===== src/rtl/mul_div_unit.sv =====
// Iterative unsigned multiply/divide unit with a register-file write-back port.
// Radix-2 shift-add multiply and restoring divide, one bit per cycle, WIDTH cycles per operation.
module mul_div_unit #(
  parameter int unsigned WIDTH = 16,
  parameter int unsigned AW    = 4
) (
  input  logic             clk,
  input  logic             rst,
  input  logic             start,
  input  logic [1:0]       op,
  input  logic [WIDTH-1:0] rs1_data,
  input  logic [WIDTH-1:0] rs2_data,
  input  logic [AW-1:0]    rd_addr,
  output logic             busy,
  output logic             done,
  output logic             RegWrite,
  output logic [AW-1:0]    rw,
  output logic [WIDTH-1:0] WD,
  output logic             div_by_zero
);

  localparam int unsigned CW = (WIDTH > 1) ? $clog2(WIDTH) : 1;
  localparam int unsigned PW = 2 * WIDTH;

  typedef enum logic [1:0] {IDLE, RUN, DONE} state_t;

  state_t           state_q, state_d;
  logic [CW-1:0]    cnt_q, cnt_d;
  logic [1:0]       op_q, op_d;
  logic [WIDTH-1:0] opnd_q, opnd_d;
  logic [AW-1:0]    rd_q, rd_d;
  logic [PW-1:0]    p_q, p_d;
  logic             busy_q, busy_d;
  logic             done_q, done_d;
  logic             dbz_q, dbz_d;
  logic [AW-1:0]    rw_q, rw_d;
  logic [WIDTH-1:0] wd_q, wd_d;

  logic [WIDTH:0]   mul_sum;
  logic [WIDTH:0]   trial;
  logic             div_ge;
  logic [WIDTH-1:0] div_rem;
  logic [PW-1:0]    step_p;

  // One radix-2 step; p_q holds {hi, lo} = {acc, multiplier} or {remainder, dividend/quotient}
  always_comb begin
    mul_sum = {1'b0, p_q[PW-1:WIDTH]} + (p_q[0] ? {1'b0, opnd_q} : '0);
    trial   = {p_q[PW-1:WIDTH], p_q[WIDTH-1]};
    div_ge  = (trial >= {1'b0, opnd_q});
    div_rem = div_ge ? (trial[WIDTH-1:0] - opnd_q) : trial[WIDTH-1:0];
    if (op_q[1]) begin
      step_p = {div_rem, p_q[WIDTH-2:0], div_ge};
    end else begin
      step_p = {mul_sum, p_q[WIDTH-1:1]};
    end
  end

  always_comb begin
    state_d = state_q;
    cnt_d   = cnt_q;
    op_d    = op_q;
    opnd_d  = opnd_q;
    rd_d    = rd_q;
    p_d     = p_q;
    busy_d  = 1'b0;
    done_d  = 1'b0;
    dbz_d   = 1'b0;
    rw_d    = rw_q;
    wd_d    = wd_q;

    case (state_q)
      IDLE: begin
        if (start) begin
          op_d   = op;
          rd_d   = rd_addr;
          cnt_d  = '0;
          busy_d = 1'b1;
          opnd_d = op[1] ? rs2_data : rs1_data;
          p_d    = {{WIDTH{1'b0}}, (op[1] ? rs1_data : rs2_data)};
          if (op[1] && (rs2_data == '0)) begin
            // Divide by zero completes immediately: quotient all-ones, remainder = dividend
            state_d = DONE;
            done_d  = 1'b1;
            dbz_d   = 1'b1;
            rw_d    = rd_addr;
            wd_d    = op[0] ? rs1_data : '1;
          end else begin
            state_d = RUN;
          end
        end
      end

      RUN: begin
        busy_d = 1'b1;
        p_d    = step_p;
        cnt_d  = cnt_q + CW'(1);
        if (cnt_q == CW'(WIDTH - 1)) begin
          state_d = DONE;
          done_d  = 1'b1;
          rw_d    = rd_q;
          wd_d    = op_q[0] ? step_p[PW-1:WIDTH] : step_p[WIDTH-1:0];
        end
      end

      DONE: begin
        state_d = IDLE;
      end

      default: begin
        state_d = IDLE;
      end
    endcase
  end

  always_ff @(posedge clk) begin
    if (rst) begin
      state_q <= IDLE;
      cnt_q   <= '0;
      op_q    <= '0;
      opnd_q  <= '0;
      rd_q    <= '0;
      p_q     <= '0;
      busy_q  <= 1'b0;
      done_q  <= 1'b0;
      dbz_q   <= 1'b0;
      rw_q    <= '0;
      wd_q    <= '0;
    end else begin
      state_q <= state_d;
      cnt_q   <= cnt_d;
      op_q    <= op_d;
      opnd_q  <= opnd_d;
      rd_q    <= rd_d;
      p_q     <= p_d;
      busy_q  <= busy_d;
      done_q  <= done_d;
      dbz_q   <= dbz_d;
      rw_q    <= rw_d;
      wd_q    <= wd_d;
    end
  end

  assign busy        = busy_q;
  assign done        = done_q;
  assign RegWrite    = done_q;
  assign div_by_zero = dbz_q;
  assign rw          = rw_q;
  assign WD          = wd_q;

endmodule


===== config.mk =====
export PLATFORM = sky130hd
export DESIGN_NAME = mul_div_unit
export DESIGN_NICKNAME = d
export VERILOG_FILES = /design/src/rtl/mul_div_unit.sv
export SDC_FILE = /design/constraint.sdc
export NUM_CORES = 1
export LEC_CHECK = 0
export CAP_MARGIN = 20
export CORE_MARGIN = 1.5
export CORE_UTILIZATION = 50
export CTS_CLUSTER_SIZE = 28
export DETAILED_ROUTE_END_ITERATION = 10
export PLACE_DENSITY = 0.68
export SYNTH_ARGS = -nofsm -noshare
export SYNTH_HDL_FRONTEND = slang
export SYNTH_SLANG_ARGS = --single-unit
export TNS_END_PERCENT = 5

===== constraint.sdc =====
create_clock -name clk -period 3.6 [get_ports clk]
set_input_delay 0.9 -clock clk [delete_from_list [all_inputs] [get_ports clk]]
set_output_delay 0.9 -clock clk [all_outputs]
set_load 0.01 [all_outputs]

==> flow_summary_export.csv, run 1 <==
group,metric,value,unit
sta,finalClockSkew,8.57,ps
clocking,postCtsSetupRepairBufs,0,
sta,period_share,89.7,%
critical_path,reg2reg_to,"WD[13]$_SDFFE_PP0P_",
sta,hold_viol,0,
critical_path,reg2reg_depth,12,
outcome,outcome,"completed",
grt,grt_max_degree,36,
clocking,ctsResizeCount,0,
grt,antenna_found_initial,0,
placement,place_ws,179,ps
sta,setup_viol,0,
clocking,insertion_delay,350,ps
clocking,cts_tree,"done",
drt,first_pass_iters,5,
synth,synth_compound_area_share,27.2,%
die,die-area,0.0125,mm²
clocking,cts_root_buffer,"clkbuf_16",
die,initial_core_util,51.5,%
drt,routed_wl,18100,µm
sta,setup_tns,0,ps
sta,min_period,3230,ps
sta,setup_ws,372,ps
layout,fillers,1031,
grt,grt_pass1_vias,5549,
critical_path,crit_type,"flop to flop",
min_path,holdPathStages,2,
sta,rsz0062_at_grt,"false",
sta,tightestPinTransition,770,ps
die,rows,39,
pwr,clkPwrFrac,38.4,%
synth,synth.area.mux_share,9.45,%
die,io_pins,65,
pwr,powerDensity,378,mW/mm²
critical_path,critPathRequiredTime,3820,ps
critical_path,crit_path_end_kind,"flop",
critical_path,worstPathMaxFanout,7,
pwr,irDropWorstVdd,265,µV
clocking,holdBufCountCts,0,
synth,synth_area,0.00593,mm²
clocking,numCtsBuffers,9,
synth,synth_cells,746,
drt,ant_nets,0,
clocking,clk_pin_slew_worst_paths,70,ps
sta,finalMaxSlewViolations,0,
synth,synth.distinct_cells,72,
synth,syn_nets,822,
min_path,hp-class,"flop to flop",
synth,synth_async_sr_flop_share,0,%
synth,synth-edff-count,0,
run,cap_viol_max_count,0,
drt,wl_per_cell,19.2,µm
pwr,cellInternalPower,1.84,mW
synth,synth_top_family_by_area,"compound AO/OA/AOI/OAI gates",
critical_path,cp.arrival,3450,ps
synth,synth_seq_cells,83,
synth,seq_area_frac_synth,28.0,%
synth,synth-simple-area-share,19.6,%
drt,drt_iter0_markers,649,
layout,nNetsFinal,868,
critical_path,r2r-start,"p_q[0]$_SDFFE_PP0P_",
sta,fmax,310,MHz
pwr,pwr-share-seq,38.1,%
pwr,p_leak,2.81,nW
layout,ff_latch_area,0.00166,mm²
placement,place_hpwl,13700,µm
layout,drive_gt1_share,7.79,%
placement,io_buffer_count,64,
clocking,h-tree-depth,3,
synth,synth_area_per_cell,7.96,µm²
pwr,finalPower,2.64,mW
sta,relSlewSlack,48.5,%
sta,holdWs,455,ps
layout,syn_to_final_growth,17.8,%
synth,yosys.area_share.xor_xnor,3.10,%
critical_path,rrSetupSlack,370,ps
grt,grt_overflow_total,0,
critical_path,cp-start-kind,"flop",
grt,grt_pass1_wl,29200,µm
drt,drt-vias-per-instance,6.24,
die,die_h,112,µm
pwr,swShare,30.4,%
clocking,clkSinkCount,83,
die,die_w,112,µm
placement,gp_congestion,0.969,
synth,synth_warnings,0,
layout,multi_input_area,0.00397,mm²
min_path,min_from,"rd_q[0]$_SDFFE_PP0P_",
synth,ys.flop_type,"dfxtp_1",
drt,remaining_drc_errors,0,
clocking,max-clock-path-buffers,2,
drt,num_vias,5860,
min_path,hold_end,"rd_q[0]$_SDFFE_PP0P_",
synth,synth_fa_ha_area_share,7.63,%
pwr,power_frac_comb,23.6,%
die,coreArea,0.0115,mm²
grt,grt_usage,29.3,%
layout,n_antenna_cell,0,
placement,dpl.cell_count,924,
layout,finalNonFillerCells,939,
pwr,power_switching,0.803,mW
## Yosys cell counts, drive strengths merged, types with 4 or more instances
cell type	n	area share (%)
inv	29	1.8
xor2	7	1.0
dfxtp	83	28
nand3	8	0.67
mux2	8	1.5
xnor2	14	2.1
and3	7	0.74
a22o	9	1.3
o31ai	4	0.51
a31oi	13	1.4
and2	22	2.3
nand2	68	4.3
a311oi	10	1.5
a21oi	60	5.4
ha	33	7.0
nor3	17	1.5
mux2i	47	7.9
buf	17	1.5
nand2b	8	0.84
clkbuf	28	1.8
o211ai	5	0.72
nor4	4	0.42
o22ai	16	1.7
a21o	12	1.5
or2	4	0.42
nor2b	5	0.53
nor2	81	5.1
o21ai	50	4.4
or3	7	0.74
a211oi	22	2.8
## worst max-delay path by stage
stage / from / to / depth (start not counted)
after global placement: rs2_data[3] / WD[13]$_SDFFE_PP0P_ / 9
after CTS: p_q[0]$_SDFFE_PP0P_ / WD[13]$_SDFFE_PP0P_ / 12
after global routing: p_q[0]$_SDFFE_PP0P_ / WD[13]$_SDFFE_PP0P_ / 12
after floorplan: p_q[0]$_SDFFE_PP0P_ / WD[13]$_SDFFE_PP0P_ / 13
final: p_q[0]$_SDFFE_PP0P_ / WD[13]$_SDFFE_PP0P_ / 12
after detailed placement: rs2_data[3] / WD[13]$_SDFFE_PP0P_ / 9
## cells by family after synthesis
family | Yosys count
XOR/XNOR | 21
adder cells (fa/ha/maj) | 35
flip-flops | 83
multiplexers | 55
AND/OR/NAND/NOR | 244
buffers and inverters | 74
AO/OA/AOI/OAI | 234
## metal layers
layer	global-route usage (%)	up-vias	share of wire, %
met1	41.7	2714	44
li1	-	2821	-
met4	9.20	0	2.2
met2	45.8	300	45
met3	4.79	25	9.4
met5	0	-	0
## power groups by stage
stage	combinational (mW)	clock, mW	sequential [mW]
after detailed placement	0.609	0	1.02
after CTS	0.613	1.01	1.00
final	0.622	1.01	1.00
after global routing	0.681	1.06	1.01
after floorplan	0.434	0	1.00
after global placement	0.598	0	1.02
## per-stage QoR
step | instance area (µm²) | utilization (%)
3_5_place_dp | 6670 | 57.9
2_1_floorplan | 5930 | -
4_1_cts | 6990 | 60.7
5_1_grt | 6990 | 60.7
6_report | 6990 | 60.7
3_3_place_gp | 6670 | 57.9
## sequential cells by signal, summed over array words and instances (netlist names)
signal and count:
rd_q 4, RegWrite 1, div_by_zero 1, WD 16, state_q 2, op_q 2
opnd_q 16, p_q 32, cnt_q 4, busy 1, rw 4
## layout make-up
class | instances | area share (%)
clock buffer | 10 | 3.42
timing repair buffer | 80 | 10.7
tap | 143 | 2.56
sequential | 83 | 23.8
inverter | 29 | 1.56
multi-input combinational | 589 | 56.8
clock inverter | 5 | 1.11
## worst max-delay path, cell delays in order, from the launching register on
cell and delay, ps:
dfxtp_1 450, and2_1 170, ha_1 190, inv_1 70
fa_1 390, nand2b_1 200, a21oi_1 250, o31ai_1 180
a21oi_1 260, a21oi_1 120, or3b_2 460, a311oi_1 280
nor3_1 90
## placed cells by master, fill, tap and decap left out, drive strengths merged, types with 9 or more instances in the layout
cell / count
a211oi: 22
a21o: 12
a21oi: 60
a22o: 9
a311oi: 10
a31oi: 13
and2: 22
buf: 18
clkbuf: 10
clkdlybuf4s50: 62
dfxtp: 83
ha: 33
inv: 29
mux2i: 47
nand2: 68
nor2: 81
nor3: 17
o21ai: 50
o22ai: 16
xnor2: 14
Power figures use the tool's default switching activity.
==> run 2, diff against run 1 <==
--- a/config.mk
+++ b/config.mk
@@ -5,7 +5,6 @@
 export SDC_FILE = /design/constraint.sdc
 export NUM_CORES = 1
 export LEC_CHECK = 0
-export CAP_MARGIN = 20
 export CORE_MARGIN = 1.5
 export CORE_UTILIZATION = 50
 export CTS_CLUSTER_SIZE = 28
==> results of run 2 <==
The final DEF is identical to that of run 1; final timing and power are the same.
